===== src/rtl/fetch_ctrl_pkg.sv =====
// fetch_ctrl_pkg: shared types and constants for the fetch halt/resume controller.
// Holds the FSM state encoding, the default debounce length and the width of
// the debounce counter used by btn_debounce.
package fetch_ctrl_pkg;

  // Default number of consecutive stable synchronized samples before a
  // button level is accepted (legal range 1..65535).
  localparam int unsigned DEBOUNCE_CYCLES_DEFAULT = 20000;

  // Debounce counter width; large enough for the full legal range above.
  localparam int unsigned DB_CNT_W = 16;

  // Fetch controller FSM states.
  typedef enum logic [1:0] {
    ST_RUN    = 2'd0,
    ST_HALT   = 2'd1,
    ST_RESUME = 2'd2
  } fetch_state_e;

endpackage : fetch_ctrl_pkg


===== src/rtl/fetch_ctrl_btn_debounce.sv =====
// btn_debounce: board push-button conditioner.
// 2-flop synchronizer, debounce counter and a registered falling-edge
// (release) detector. Reusable for any active-high board button.
// btn_db only changes after DEBOUNCE_CYCLES consecutive synchronized samples
// that differ from it; any sample equal to btn_db clears the counter.
// btn_release is high for the one cycle in which btn_db first reads 0 after 1.
module btn_debounce
  import fetch_ctrl_pkg::*;
#(
  parameter int unsigned DEBOUNCE_CYCLES = DEBOUNCE_CYCLES_DEFAULT
) (
  input  logic clock,
  input  logic reset,
  input  logic btn_raw,
  output logic btn_db,
  output logic btn_release
);

  // Counter value at which the next differing sample flips btn_db.
  localparam logic [DB_CNT_W-1:0] CNT_LAST = DB_CNT_W'(DEBOUNCE_CYCLES - 1);

  logic                sync1_q, sync1_d;
  logic                sync2_q, sync2_d;
  logic                db_q, db_d;
  logic [DB_CNT_W-1:0] cnt_q, cnt_d;
  logic                rel_q, rel_d;

  // Next-state logic: synchronizer shift, debounce count and release edge.
  always_comb begin
    sync1_d = btn_raw;
    sync2_d = sync1_q;
    db_d    = db_q;
    cnt_d   = cnt_q;
    if (sync2_q == db_q) begin
      // Stable sample: abandon any partial count.
      cnt_d = {DB_CNT_W{1'b0}};
    end else if (cnt_q == CNT_LAST) begin
      // Enough consecutive differing samples: accept the new level.
      db_d  = sync2_q;
      cnt_d = {DB_CNT_W{1'b0}};
    end else begin
      cnt_d = cnt_q + DB_CNT_W'(1);
    end
    // Pulse in the same cycle that btn_db first shows the released level.
    rel_d = db_q & ~db_d;
  end

  // Button path registers, cleared asynchronously by reset.
  always_ff @(posedge clock or negedge reset) begin
    if (!reset) begin
      sync1_q <= 1'b0;
      sync2_q <= 1'b0;
      db_q    <= 1'b0;
      cnt_q   <= {DB_CNT_W{1'b0}};
      rel_q   <= 1'b0;
    end else begin
      sync1_q <= sync1_d;
      sync2_q <= sync2_d;
      db_q    <= db_d;
      cnt_q   <= cnt_d;
      rel_q   <= rel_d;
    end
  end

  assign btn_db      = db_q;
  assign btn_release = rel_q;

endmodule : btn_debounce


===== src/rtl/fetch_ctrl.sv =====
// fetch_ctrl: halt/resume controller for instruction fetch.
// Produces pc_en, the PC register load enable. Fetch stops when the decoder
// flags ecall and resumes for exactly one cycle (stepping past the ecall) on a
// debounced release of the continue button, then runs freely again.
// Optional feature macro: FETCH_CTRL_STEP_EN adds the step_mode input; while
// step_mode is high every executed instruction returns the controller to HALT.
module fetch_ctrl
  import fetch_ctrl_pkg::*;
#(
  parameter int unsigned DEBOUNCE_CYCLES = DEBOUNCE_CYCLES_DEFAULT,
  parameter int unsigned HALT_CNT_W      = 8
) (
  input  logic                  clock,
  input  logic                  reset,
  input  logic                  ecall,
  input  logic                  continue_button,
`ifdef FETCH_CTRL_STEP_EN
  input  logic                  step_mode,
`endif
  output logic                  pc_en,
  output logic                  halted,
  output logic [HALT_CNT_W-1:0] halt_count
);

  localparam logic [1:0] S_RUN    = ST_RUN;
  localparam logic [1:0] S_HALT   = ST_HALT;
  localparam logic [1:0] S_RESUME = ST_RESUME;

  // Saturating increment for the halt counter.
  function automatic logic [HALT_CNT_W-1:0] sat_inc(input logic [HALT_CNT_W-1:0] v);
    logic [HALT_CNT_W-1:0] r;
    if (v == {HALT_CNT_W{1'b1}}) begin
      r = v;
    end else begin
      r = v + HALT_CNT_W'(1);
    end
    return r;
  endfunction

  logic                  btn_db_s;
  logic                  btn_release_s;
  logic                  step_s;
  logic                  pc_en_s;
  logic [1:0]            state_q, state_d;
  logic                  halted_q, halted_d;
  logic [HALT_CNT_W-1:0] halt_count_q, halt_count_d;

`ifdef FETCH_CTRL_STEP_EN
  assign step_s = step_mode;
`else
  assign step_s = 1'b0;
`endif

  btn_debounce #(
    .DEBOUNCE_CYCLES (DEBOUNCE_CYCLES)
  ) u_debounce (
    .clock       (clock),
    .reset       (reset),
    .btn_raw     (continue_button),
    .btn_db      (btn_db_s),
    .btn_release (btn_release_s)
  );

  // FSM next state and halt bookkeeping. Release pulses outside HALT are
  // simply not looked at, so they are dropped rather than queued.
  always_comb begin
    state_d      = state_q;
    halt_count_d = halt_count_q;
    case (state_q)
      S_RUN: begin
        if (ecall) begin
          // The ecall wins over any coincident release.
          state_d      = S_HALT;
          halt_count_d = sat_inc(halt_count_q);
        end else if (step_s) begin
          // Single-step: one instruction fetched, then stop (not counted).
          state_d = S_HALT;
        end else begin
          state_d = S_RUN;
        end
      end
      S_HALT: begin
        if (btn_release_s) begin
          state_d = S_RESUME;
        end else begin
          state_d = S_HALT;
        end
      end
      S_RESUME: begin
        if (step_s) begin
          state_d = S_HALT;
        end else begin
          state_d = S_RUN;
        end
      end
      default: begin
        state_d = S_RUN;
      end
    endcase
    halted_d = (state_d == S_HALT);
  end

  // PC load enable from the registered state and the live ecall flag.
  always_comb begin
    pc_en_s = 1'b0;
    case (state_q)
      S_RUN:    pc_en_s = ~ecall;
      S_HALT:   pc_en_s = 1'b0;
      S_RESUME: pc_en_s = 1'b1;
      default:  pc_en_s = 1'b0;
    endcase
  end

  // FSM and status registers, cleared asynchronously by reset.
  always_ff @(posedge clock or negedge reset) begin
    if (!reset) begin
      state_q      <= S_RUN;
      halted_q     <= 1'b0;
      halt_count_q <= {HALT_CNT_W{1'b0}};
    end else begin
      state_q      <= state_d;
      halted_q     <= halted_d;
      halt_count_q <= halt_count_d;
    end
  end

  // The PC never loads while reset is held.
  assign pc_en      = reset & pc_en_s;
  assign halted     = halted_q;
  assign halt_count = halt_count_q;

endmodule : fetch_ctrl


===== config.mk =====
export PLATFORM = sky130hd
export DESIGN_NAME = fetch_ctrl
export DESIGN_NICKNAME = d
export VERILOG_FILES = /design/src/rtl/fetch_ctrl_pkg.sv /design/src/rtl/fetch_ctrl_btn_debounce.sv /design/src/rtl/fetch_ctrl.sv
export SDC_FILE = /design/constraint.sdc
export NUM_CORES = 1
export LEC_CHECK = 0
export ABC_CLOCK_PERIOD_IN_PS = 2100
export BUFFER_PORTS_ARGS = -buffer_cell sky130_fd_sc_hd__buf_2
export CORE_AREA = 2 2 67 69
export DETAILED_ROUTE_END_ITERATION = 16
export DIE_AREA = 0 0 69 71
export MAX_ROUTING_LAYER = met4
export PLACE_DENSITY = 0.63
export SYNTH_ARGS = -nofsm -noshare
export SYNTH_HDL_FRONTEND = slang
export SYNTH_SLANG_ARGS = --single-unit

===== constraint.sdc =====
create_clock -name clock -period 2.1 [get_ports clock]
set_clock_uncertainty 0.1 [all_clocks]
set_input_delay 0.21 -clock clock [delete_from_list [all_inputs] [get_ports clock]]
set_output_delay 0.21 -clock clock [all_outputs]
set_load 0.005 [all_outputs]

* Word level (Yosys, flattened, before mapping)
Index checks and enable logic that the tools add are counted.
Cells by class: $add $sub $neg 2, equal/unequal tests 6, mux-type cells 8, bitwise operators 5, reductions and logical operators 2
Operators with widths (count):
- 16-bit two-way mux | 2
- 16-bit by 1-bit adder with 16-bit output, second input constant | 1
- 16-bit by 15-bit == test with 1-bit output, second input constant | 1
- 8-bit by 1-bit adder with 8-bit output, second input constant | 1
- 8-bit == test, second input constant | 1
- 2-bit by 1-bit == test with 1-bit output, second input constant | 2
- 2-bit case mux with 2 select lines | 1
- 1-bit two-way mux | 3
- 1-bit inverter | 3
- 3-bit AND reduction | 1
- 1-bit bitwise AND | 2
- 2-bit == test, second input constant | 1
- 2-bit logical NOT | 1
- 2-bit two-way mux | 1
- 1-bit case mux with 2 select lines | 1
- 1-bit == test | 1
Storage, ports and cells: logic and storage cells 31, bits of input ports 4, output and inout port bits 10, flip-flop bits (word level) 31

* Depth between registers and ports, before layout
Gate-level depths: netlist of run 1.
word-level depth 5, depth in mapped cells 7, depth with buffers taken out 5

* Hierarchy
A second synthesis of run 1 with hierarchy kept.
Second synthesis, totals: cells, all modules 136, area, all modules 1516.5 sq um
Modules (own cells, without submodules):
- btn_debounce | cells each 90, sequential area each 500.5 sq um, instances 1, area each 967.2 sq um
- fetch_ctrl | cells each 46, sequential area each 275.3 sq um, instances 1, area each 549.3 sq um

* Worst setup path after synthesis of run 1
OpenSTA, ideal clock, no wires.
path kind register to register, from register u_debounce.cnt_q[0], to register u_debounce.cnt_q[10], path buffers 2, setup slack 0.336 ns, library setup time 0.121 ns, clock period less this slack 1.764 ns, data arrival time 1.543 ns, cell stages (with the launch flop) 8, data required time 1.879 ns, cells stage by stage dfrtp_1 -> ha_1 -> and4_1 -> buf_2 -> nand4_1 -> nand2b_1 -> buf_2 -> nor2_1
On the way: longest elaborated chain between the ends 3, elaborated cells on any way between the ends 4, those cells by class add/sub: 1; eq/ne: 1; mux: 2
Ends and longest elaborated chain:
- start: declaration | RTL line fetch_ctrl_btn_debounce.sv:25 | logic [DB_CNT_W-1:0] cnt_q, cnt_d;
- start signal: assignment | RTL line fetch_ctrl_btn_debounce.sv:54 | cnt_q <= {DB_CNT_W{1'b0}};
- start signal: assignment | RTL line fetch_ctrl_btn_debounce.sv:60 | cnt_q <= cnt_d;
- 16-bit by 1-bit adder with 16-bit output / 16-bit by 15-bit == test with 1-bit output (equally long branches) | RTL line fetch_ctrl_btn_debounce.sv:42, fetch_ctrl_btn_debounce.sv:37
- 16-bit two-way mux (*) | RTL line fetch_ctrl_btn_debounce.sv:37 | end else if (cnt_q == CNT_LAST) begin
- 16-bit two-way mux (*) | RTL line fetch_ctrl_btn_debounce.sv:34 | if (sync2_q == db_q) begin
- net u_debounce.cnt_d[10] | RTL line fetch_ctrl_btn_debounce.sv:25
The timed path passes the listed nets; every way through them passes the cells marked *. A chain may end at the register's enable or synchronous reset.

* Worst setup path after layout of run 1
from register halt_count_q[0], in the netlist halt_count[0], to register halt_count_q[5], in the netlist halt_count[5]
On the way: longest elaborated chain between the ends 3, elaborated cells on any way between the ends 4, those cells by class add/sub: 1; eq/ne: 1; bitwise: 1; reduce/logical: 1
Ends and longest elaborated chain:
- start: declaration | RTL line fetch_ctrl.sv:46 | logic [HALT_CNT_W-1:0] halt_count_q, halt_count_d;
- start signal: assignment | RTL line fetch_ctrl.sv:119 | halt_count_q <= {HALT_CNT_W{1'b0}};
- start signal: assignment | RTL line fetch_ctrl.sv:123 | halt_count_q <= halt_count_d;
- branches (longest 3 deep; another with 8-bit by 1-bit adder with 8-bit output)
Several ways; the timed one is not identified.

==> results of run 1 <==
[cells in the final DEF, fill, tap and decap left out]
cell type	count
or3_4	1
mux2_1	1
o21ai_0	2
clkinv_2	3
nand2_1	13
nand2b_1	1
nand4_4	1
nand4_1	6
nor2_1	22
a21oi_2	1
and3_1	1
buf_4	2
clkbuf_8	5
nor3b_1	3
and4_1	3
dfrtp_1	31
or3_1	3
dlygate4sd3_1	2
nor2b_1	1
nor3_1	1
nand3_2	1
o21ai_1	2
nand3_1	7
buf_2	13
xor2_1	10
nor4_1	4
inv_1	1
o21a_1	1
xnor2_1	10
nor4b_1	1
ha_1	2
[area by class of cell]
| class | instances | area (sq um) | area share (%) |
|---|---|---|---|
| timing repair buffer | 17 | 100 | 6.07 |
| tap | 52 | 65.1 | 3.95 |
| inverter | 1 | 3.75 | 0.228 |
| clock inverter | 3 | 15.0 | 0.911 |
| sequential | 31 | 776 | 47.1 |
| multi-input combinational | 98 | 619 | 37.6 |
| clock buffer | 5 | 68.8 | 4.18 |
[cell usage after synthesis]
cell type  count
nor3b_1        3
nor4_1         4
mux2_1         1
nor2b_1        1
xor2_1        10
and3_1         1
nor4b_1        1
xnor2_1       10
o21ai_0        2
and4_1         3
o21ai_1        2
ha_1           2
nor2_1        22
a21oi_2        1
nand2_1       13
o21a_1         1
or3_4          1
nand3_2        1
nand3_1        7
nand4_4        1
buf_2          2
nor3_1         1
dfrtp_1       31
or3_1          3
nand4_1        6
inv_1          1
nand2b_1       1
[report_power, final]
group	internal, mW	leakage [nW]	switching [mW]
logic	0.0236	0.284	0.0311
registers	0.610	0.412	0.0170
clock network	0.226	0.0477	0.218
total	0.860	0.744	0.266
[routing by layer]
layer	track usage [%]	vias up	part of all wire, %
li1	-	500	-
met3	5.27	9	4.6
met5	-	-	0
met2	20.7	20	49
met1	13.4	495	43
met4	6.32	0	2.8
[flip-flops by register name, indices dropped and copies added (netlist names)]
name                    count
u_debounce.cnt_q           16
halt_count                  8
state_q                     2
halted                      1
u_debounce.btn_db           1
u_debounce.btn_release      1
u_debounce.sync1_q          1
u_debounce.sync2_q          1
[kinds of logic (layout without fill, tap and decap cells)]
| family | Yosys count | after routing | share of synthesized area, % |
|---|---|---|---|
| AO/OA/AOI/OAI | 6 | 6 | 2.58 |
| adder cells (fa/ha/maj) | 2 | 2 | 1.78 |
| multiplexers | 1 | 1 | 0.799 |
| flip-flops | 31 | 31 | 55.1 |
| buffers and inverters | 3 | 26 | 0.977 |
| AND/OR/NAND/NOR | 69 | 69 | 26.4 |
| XOR/XNOR | 20 | 20 | 12.4 |
[timing repair]
action | 4_1_cts | 5_1_grt
endpoints found under the hold margin | 32 | 0
endpoints found under the setup margin | 0 | 0
hold buffers | 2 | 0
[worst min-delay path by stage]
stage                                endpoint   from  slack (ns)  depth (start not counted)
detailed placement           halted$_DFF_PN0_  reset        0.16                          2
CTS                      state_q[0]$_DFF_PN0_  ecall        0.17                          3
finish                   state_q[0]$_DFF_PN0_  ecall        0.18                          3
floorplan           halt_count[0]$_DFFE_PN0P_  reset       -0.19                          0
global route                 halted$_DFF_PN0_  ecall        0.18                          3
global placement         state_q[1]$_DFF_PN0_  reset        0.15                          2
[critical path, stage by stage (launching register included)]
cell and delay (ns):
dfrtp_1 0.42, ha_1 0.23, nand3_1 0.16, o21ai_1 0.23, or3_1 0.46, xnor2_1 0.14
==> key figures, run 1 <==
Outcome
  • Status: finished clean

Critical path
  • Type of origin of the critical path: flop
  • Worst r2r src: halt_count[0]$_DFFE_PN0P_
  • Arrival time worst endpoint: 1.92 ns
  • Worst Path Required: 2.17 ns
  • R2R Path End: halt_count[5]$_DFFE_PN0P_
  • Reg2reg path depth: 5
  • Maximum fanout along the worst path: 8
  • Reg2reg setup slack: 0.25 ns
  • CP Capture Type: flop
  • Worst setup path startpoint: halt_count[0]$_DFFE_PN0P_
  • Worst Setup EP: halt_count[5]$_DFFE_PN0P_
  • Critical path type: reg -> reg

STA
  • Setup TNS: 0 ns
  • Max Clk Rate: 540 MHz
  • Worst slew margin: 64.6%
  • Period utilisation layout: 88.2%
  • Setup-failing EPs final: 0
  • Final setup margin: 0.248 ns
  • RSZ-0062 raised after global routing: false
  • Final number of hold-violating endpoints: 0
  • Slew Viols, Final: 0
  • Worst-Margin Slew: 0.527 ns
  • Min Hold Slack: 0.176 ns
  • Minimum clock period: 1.85 ns

Route
  • Routed vias: 1024
  • DRC viols: 0
  • Final ANT Viol Nets: 0
  • Drt pass-1 iters: 4
  • DR iter-0 viols: 33
  • Routed len/inst: 12.8 microns
  • Via/cell ratio: 4.95
  • Wirelength, routed: 2650 microns

Floorplan
  • IO Count: 14
  • Die width: 69 microns
  • FP Rows: 24
  • Die area: 4900 sq um
  • Starting Density: 33.5%
  • Core area: 4200 sq um
  • Die height: 71 microns

Logic synthesis
  • Synthesized flop and latch total: 31
  • Synth top area share: 55.1%
  • Post-Synthesis Cells: 132
  • Synthesized area per cell: 10.7 sq um
  • Yosys warning total: 0
  • Register area share after synthesis: 55.1%
  • Syn_nets: 138
  • Yosys cell types: 27
  • Area leader, netlist: dfrtp_1
  • Mapped Area: 1410 sq um
  • Top cells by area, synth: dfrtp_1, xnor2_1, xor2_1

Run
  • Max_cap viols: 0

Final layout
  • Ant. Diodes: 0
  • Final net count: 160
  • Share of cells above drive strength 1: 17.4%
  • Non-Filler Instances: 207
  • Post-layout util: 39.2%
  • Filler cell count: 425
  • Cell area after layout: 1650 sq um
  • Area Overhead vs Synth: 17.0%

Clocking
  • CTS root buf: clkbuf_8
  • Clock Latency Late Sink: 0.28 ns
  • H-tree Lvls: 2
  • Clock Pin Slew Worst Setup and Hold Paths: 0.07 ns
  • CTS Sinks: 31
  • Clock buffer count from CTS: 5
  • Post-cts resize count: 0
  • Setup Buffers After CTS: 0
  • Max Root-Sink Buffers: 2
  • CTS tree: built

Pwr
  • Power Density: 684 nW/um^2
  • Max IR drop VDD: 0.238 mV
  • Overall power: 1.13 mW
  • Leakage: 0.744 nW

Placed design
  • Cells after DPL: 197
  • Number of port buffers: 13
  • Placer congestion estimate: 0.776
  • Hpwl dp: 1820 microns
  • Pre-CTS setup slack: 0.275 ns
  • DP Area: 1540 sq um

Hold path
  • Worst hold path type: in -> reg

Global routing
  • Total GRT Usage: 12.7%
  • Number of global-route vias before repair: 1069
  • Pin count of the biggest net entering global routing: 32
  • Initial antenna violation count: 0
  • Grt total ovfl: 0
  • Global-route wire length before repair: 4730 microns
No activity file was read; power rests on OpenSTA's default activity.
==> run 2, diff against run 1 <==
PLACE_DENSITY = 0.52   (was 0.63)
SKIP_LAST_GASP = 1   (was default)
==> run 2 against run 1 <==
  * Worst hold slack got worse by 0.039 ns
  * Power rose by 10%
  * Combinational power rose by 0.9%
  * Sequential share of layout area fell by 0.74 points
  * Register-to-register slack improved by 0.05 ns
  * Critical path depth rose by 1
  * Count of clock-buffer cells in the layout rose by 1
  * Maximum frequency rose by 2.9%
  * First-iteration DRC count rose by 130%
  * Non-clock buffer count rose by 1
  * Clock power rose by 26%
  * Highest routed layer unchanged
==> key figures, run 2 (synthesized netlist as in run 1, its figures left out) <==
Placed design
  • Placer congestion estimate: 0.733
  • Hpwl dp: 1810 microns
  • Cells after DPL: 198
  • Pre-CTS setup slack: 0.305 ns
  • Number of port buffers: 13
  • DP Area: 1550 sq um

Pwr
  • Net Sw Power: 258 uW
  • Leakage: 0.752 nW
  • Max IR drop VDD: 0.294 mV
  • Logic gate share of total power: 4.4%
  • Sequential power share: 50.5%
  • Power Density: 741 nW/um^2
  • Internal: 982 uW
  • Overall power: 1.24 mW
  • Sw Ratio: 20.8%
  • Clock power frac: 45.1%

STA
  • Setup-failing EPs final: 0
  • Final setup margin: 0.300 ns
  • Slew Viols, Final: 0
  • Min Hold Slack: 0.136 ns
  • Worst slew margin: 67.4%
  • Minimum clock period: 1.80 ns
  • Setup TNS: 0 ns
  • Max Clk Rate: 556 MHz
  • RSZ-0062 raised after global routing: false
  • Worst-Margin Slew: 0.485 ns
  • Final number of hold-violating endpoints: 0
  • Period utilisation layout: 85.7%

Route
  • Final ANT Viol Nets: 0
  • Wirelength, routed: 2510 microns
  • Routed len/inst: 12.1 microns
  • DRC viols: 0
  • Via/cell ratio: 4.73
  • DR iter-0 viols: 75
  • Routed vias: 980
  • Drt pass-1 iters: 4

Critical path
  • Maximum fanout along the worst path: 8
  • CP peak stage delay: 0.45 ns
  • Critical path type: reg -> reg
  • Worst Path Required: 2.17 ns
  • Type of origin of the critical path: flop
  • Critical Path Slowest Stage Cell: dfrtp_1
  • Sequence of cells on the critical path: ha_1 -> and4_1 -> nand4_1 -> nand2b_1 -> buf_4 -> nor2_1
  • CP Capture Type: flop
  • Arrival time worst endpoint: 1.87 ns

Floorplan
  • Core area: 4200 sq um
  • Starting Density: 33.5%
  • FP Rows: 24
  • Die area: 4900 sq um
  • Die width: 69 microns
  • Die height: 71 microns
  • IO Count: 14

Clocking
  • H-tree Lvls: 2
  • CTS tree: built
  • Max Root-Sink Buffers: 2
  • # hold bufs at CTS: 2
  • CTS Sinks: 31
  • Clock buffer count from CTS: 5
  • Post-cts resize count: 0
  • Clock Pin Slew Worst Setup and Hold Paths: 0.06 ns
  • Clock Latency Late Sink: 0.28 ns
  • Setup Buffers After CTS: 0
  • CTS root buf: clkbuf_8

Final layout
  • Post-layout util: 39.8%
  • Area of the multi-input gates: 619 sq um
  • FF/Latch Area: 776 sq um
  • Area Overhead vs Synth: 18.8%
  • Most common cell after layout, fill and taps aside: dfrtp_1
  • Register bank with the most flops: u_debounce.cnt_q
  • Share of cells above drive strength 1: 16.8%
  • Non-Filler Instances: 207
  • Filler cell count: 422
  • Cell area after layout: 1670 sq um
  • Final net count: 161
  • Max reg flops: 16
  • Ant. Diodes: 0
  • Most frequent cells in the layout: dfrtp_1, nor2_1, nand2_1, buf_2

Run
  • Max_cap viols: 0

Global routing
  • Grt total ovfl: 0
  • Global-route wire length before repair: 4620 microns
  • Pin count of the biggest net entering global routing: 32
  • Number of global-route vias before repair: 1040
  • Initial antenna violation count: 0
  • Total GRT Usage: 12.6%

Hold path
  • Worst hold path type: in -> reg

Outcome
  • Status: finished clean
==> run 2: cell count changes in the layout (fill, tap and decap cells not counted), sizes merged <==
cell,change
clkinv,-3
buf,+1
bufinv,+1
clkbuf,+1
==> run 2: worst max-delay path: cells and delay by family (launching register included) <==
family | cells | cell delay, ns
fa+ha+maj | 1 | 0.27
simple gates | 4 | 0.70
buf+inv | 1 | 0.17
flops | 1 | 0.45
==> run 2: power groups by stage <==
stage	Combinational [mW]	Sequential, mW	Clock, mW
after floorplan	0.0232	0.636	0
after global placement	0.0545	0.636	0
after detailed placement	0.0548	0.638	0
after CTS	0.0581	0.626	0.572
after global routing	0.0655	0.627	0.606
final	0.0552	0.626	0.559
==> run 2: final cells by class <==
type	count	area share, %
Timing Repair Buffer	18	6.43
Clock buffer	6	4.33
Clock inverter	1	1.79
Sequential cell	31	46.3
Multi-Input combinational cell	98	37.0
Tap cell	52	3.89
Inverter	1	0.224
==> run 2: worst paths after layout <==
path | slack, ns | cells after the start | from | endpoint
max reg2reg | 0.30 | 6 | u_debounce.cnt_q[0]$_DFF_PN0_ | u_debounce.cnt_q[7]$_DFF_PN0_
max in group asynchronous | 1.23 | 3 | reset | u_debounce.cnt_q[11]$_DFF_PN0_
min reg2reg | 0.26 | 0 | u_debounce.sync1_q$_DFF_PN0_ | u_debounce.sync2_q$_DFF_PN0_
max | 0.30 | 6 | u_debounce.cnt_q[0]$_DFF_PN0_ | u_debounce.cnt_q[7]$_DFF_PN0_
min in group asynchronous | 0.38 | 3 | reset | halted$_DFF_PN0_
min | 0.14 | 3 | ecall | halted$_DFF_PN0_
==> run 2: per-layer routing <==
metal	routed length, microns	up-vias	global-route usage, %
met5	0	-	-
met4	80	0	7.84
met3	87	7	3.70
met2	1210	16	20.2
met1	1130	456	13.8
li1	-	501	-
==> run 3, diff against run 2 <==
ABC_AREA = 1   (was default)
CORE_AREA = 2 2 73 75   (was 2 2 67 69)
DIE_AREA = 0 0 75 77   (was 0 0 69 71)
PLACE_DENSITY = 0.51   (was 0.52)
==> run 3 against run 2 <==
  * Sequential share of layout area shrank 7.0 points
  * Largest cell class is now multi-input gates
  * Die area is 18% higher
  * Non-clock buffer count down 2
  * Highest routed layer unchanged
  * Count of clock-buffer cells in the layout shrank 1
  * Cell area increased by 18%
  * Power fell by 0.18%
  * Via count up 26%
  * Global-route usage up 0.12 points
  * Register-to-register slack better by 0.32 ns
  * Combinational power is 23% lower
  * Core utilization decreased by 0.20 points
  * First-iteration DRC count down 35%
==> key figures, run 3 <==
Outcome
  • Status: finished clean

Logic synthesis
  • Post-Synthesis Cells: 197
  • Register area share after synthesis: 46.2%
  • Synthesized flop and latch total: 31
  • Top cells by area, synth: dfrtp_1, nand2_1, nor2_2
  • Synthesized area per cell: 8.52 sq um
  • Most frequent cells after synthesis: nand2_1, dfrtp_1, nor2_1
  • Yosys warning total: 0
  • Async SR Flop Fraction: 100%
  • Area leader, netlist: dfrtp_1
  • Syn_nets: 203
  • Yosys cell types: 29
  • Mapped Area: 1680 sq um
  • EDFF count, synth: 0
  • Most common flop cell mapped by yosys: dfrtp_1
  • Most frequent cell after synthesis: nand2_1
  • Synth top area share: 46.2%

Final layout
  • Ant. Diodes: 0
  • Area Overhead vs Synth: 17.4%
  • Most common cell after layout, fill and taps aside: nand2_1
  • Filler cell count: 518
  • Register bank with the most flops: u_debounce.cnt_q
  • Most frequent cells in the layout: nand2_1, dfrtp_1, nor2_1, inv_1, nor2_2
  • Area of the multi-input gates: 820 sq um
  • Cell area after layout: 1970 sq um
  • Non-Filler Instances: 291
  • Final net count: 226
  • Share of cells above drive strength 1: 26.7%
  • Post-layout util: 39.6%
  • Max reg flops: 16
  • FF/Latch Area: 776 sq um

Placed design
  • Placer congestion estimate: 0.768
  • Cells after DPL: 281
  • Number of port buffers: 13
  • Pre-CTS setup slack: 0.611 ns
  • Hpwl dp: 2410 microns
  • DP Area: 1840 sq um

Floorplan
  • Die area: 5780 sq um
  • Die height: 77 microns
  • FP Rows: 26
  • Core area: 4980 sq um
  • Starting Density: 33.7%
  • IO Count: 14
  • Die width: 75 microns

STA
  • Setup-failing EPs final: 0
  • Slew Viols, Final: 0
  • Minimum clock period: 1.48 ns
  • Min Hold Slack: 0.241 ns
  • Worst slew margin: 62.7%
  • Setup TNS: 0 ns
  • Worst-Margin Slew: 0.557 ns
  • RSZ-0062 raised after global routing: false
  • Max Clk Rate: 676 MHz
  • Period utilisation layout: 70.4%
  • Final number of hold-violating endpoints: 0
  • Final setup margin: 0.621 ns

Pwr
  • Leakage: 0.914 nW
  • Max IR drop VDD: 0.267 mV
  • Overall power: 1.24 mW
  • Power Density: 628 nW/um^2

Hold path
  • Hold Startpoint: ecall
  • Hold Path End: halted$_DFF_PN0_
  • Worst hold path type: in -> reg
  • Hold Path Cell Cnt: 5

Run
  • Max_cap viols: 0

Clocking
  • Clock buffer count from CTS: 5
  • Post-cts resize count: 0
  • H-tree Lvls: 2
  • Max Root-Sink Buffers: 2
  • CTS Sinks: 31
  • CTS tree: built
  • Setup Buffers After CTS: 0
  • Clock Latency Late Sink: 0.29 ns
  • Clock Pin Slew Worst Setup and Hold Paths: 0.07 ns
  • CTS root buf: clkbuf_8

Critical path
  • Buf/Inv on CP: 1
  • Critical Path Slowest Stage Cell: dfrtp_1
  • Type of origin of the critical path: flop
  • CP peak stage delay: 0.40 ns
  • CP Capture Type: flop
  • Worst r2r src: u_debounce.cnt_q[0]$_DFF_PN0_
  • R2R Path End: u_debounce.cnt_q[14]$_DFF_PN0_
  • Reg2reg path depth: 8
  • Sequence of cells on the critical path: ha_1 -> nand2_2 -> nor2_4 -> inv_2 -> nor2_8 -> nand2_4 -> nand2_8 -> nor2_2
  • Delay-heaviest family, CP: simple AND/OR/NAND/NOR gates
  • Maximum fanout along the worst path: 8
  • Worst Path Required: 2.17 ns
  • Reg2reg setup slack: 0.62 ns
  • Critical path type: reg -> reg
  • Arrival time worst endpoint: 1.55 ns

Route
  • Final ANT Viol Nets: 0
  • DRC viols: 0
  • Wirelength, routed: 3120 microns
  • Drt pass-1 iters: 4
  • Via/cell ratio: 4.26
  • DR iter-0 viols: 49
  • Routed len/inst: 10.7 microns
  • Routed vias: 1239

Global routing
  • Global-route wire length before repair: 5390 microns
  • Number of global-route vias before repair: 1182
  • Grt total ovfl: 0
  • Total GRT Usage: 12.7%
  • Initial antenna violation count: 0
  • Pin count of the biggest net entering global routing: 32
==> run 3: cell count changes after synthesis, sizes merged, moves of 3 or more <==
cell and change:
xnor2 -6, nand2 +50, nand3 +3, nand4 -5
nand3b +3, nor2 +17, and4 -3, xor2 -5
nor4 -4, nor3 +3, inv +20, or3 -4
==> run 3: cell type report <==
type / count / share of cell area, %
multi-input combinational: 145 / 41.6
sequential: 31 / 39.3
timing repair buffer: 16 / 4.70
tap: 70 / 4.44
inverter: 21 / 4.25
clock buffer: 5 / 3.49
clock inverter: 3 / 2.22
==> run 3: report_power, final <==
part	leakage [nW]	internal [mW]	switching (mW)
Combinational	0.451	0.0149	0.0278
Clock	0.0581	0.353	0.233
Sequential	0.405	0.603	0.00637
==> run 3: worst min-delay path: stages <==
cell and delay, ns:
buf_2 0.09, nand2_1 0.08, nor2_2 0.06, inv_1 0.07, o31ai_1 0.06
==> run 3: how the worst max path moves through the flow <==
stage               slack, ns                             end  cells past startpoint                          start
global route             0.50       halt_count[3]$_DFFE_PN0P_                      8      halt_count[0]$_DFFE_PN0P_
finish                   0.62  u_debounce.cnt_q[14]$_DFF_PN0_                      8  u_debounce.cnt_q[0]$_DFF_PN0_
detailed placement       0.61       halt_count[7]$_DFFE_PN0P_                      8      halt_count[0]$_DFFE_PN0P_
floorplan                0.72       halt_count[3]$_DFFE_PN0P_                      8      halt_count[0]$_DFFE_PN0P_
global placement         0.60       halt_count[3]$_DFFE_PN0P_                      8      halt_count[0]$_DFFE_PN0P_
CTS                      0.60       halt_count[3]$_DFFE_PN0P_                      8      halt_count[0]$_DFFE_PN0P_
==> run 3: kinds of logic after synthesis <==
kind of cell | Yosys count | share of synthesized area (%)
AO/OA/AOI/OAI | 10 | 3.80
XOR/XNOR | 9 | 5.14
adder cells (fa/ha/maj) | 2 | 1.49
buffers and inverters | 21 | 4.99
flip-flops | 31 | 46.2
AND/OR/NAND/NOR | 124 | 38.4
==> run 3: metal layers <==
metal / GRT usage [%] / part of all wire [%] / wire [microns]
met4: 5.36 / 2.1 / 66
met5: - / 0 / 0
met2: 18.4 / 46 / 1440
met1: 16.3 / 49 / 1520
met3: 3.94 / 2.8 / 88
==> run 3: repair_timing <==
item | in CTS | in global routing
endpoints found under the setup margin | 0 | 0
hold buffers | 2 | 0
hold endpoints to repair | 32 | 0
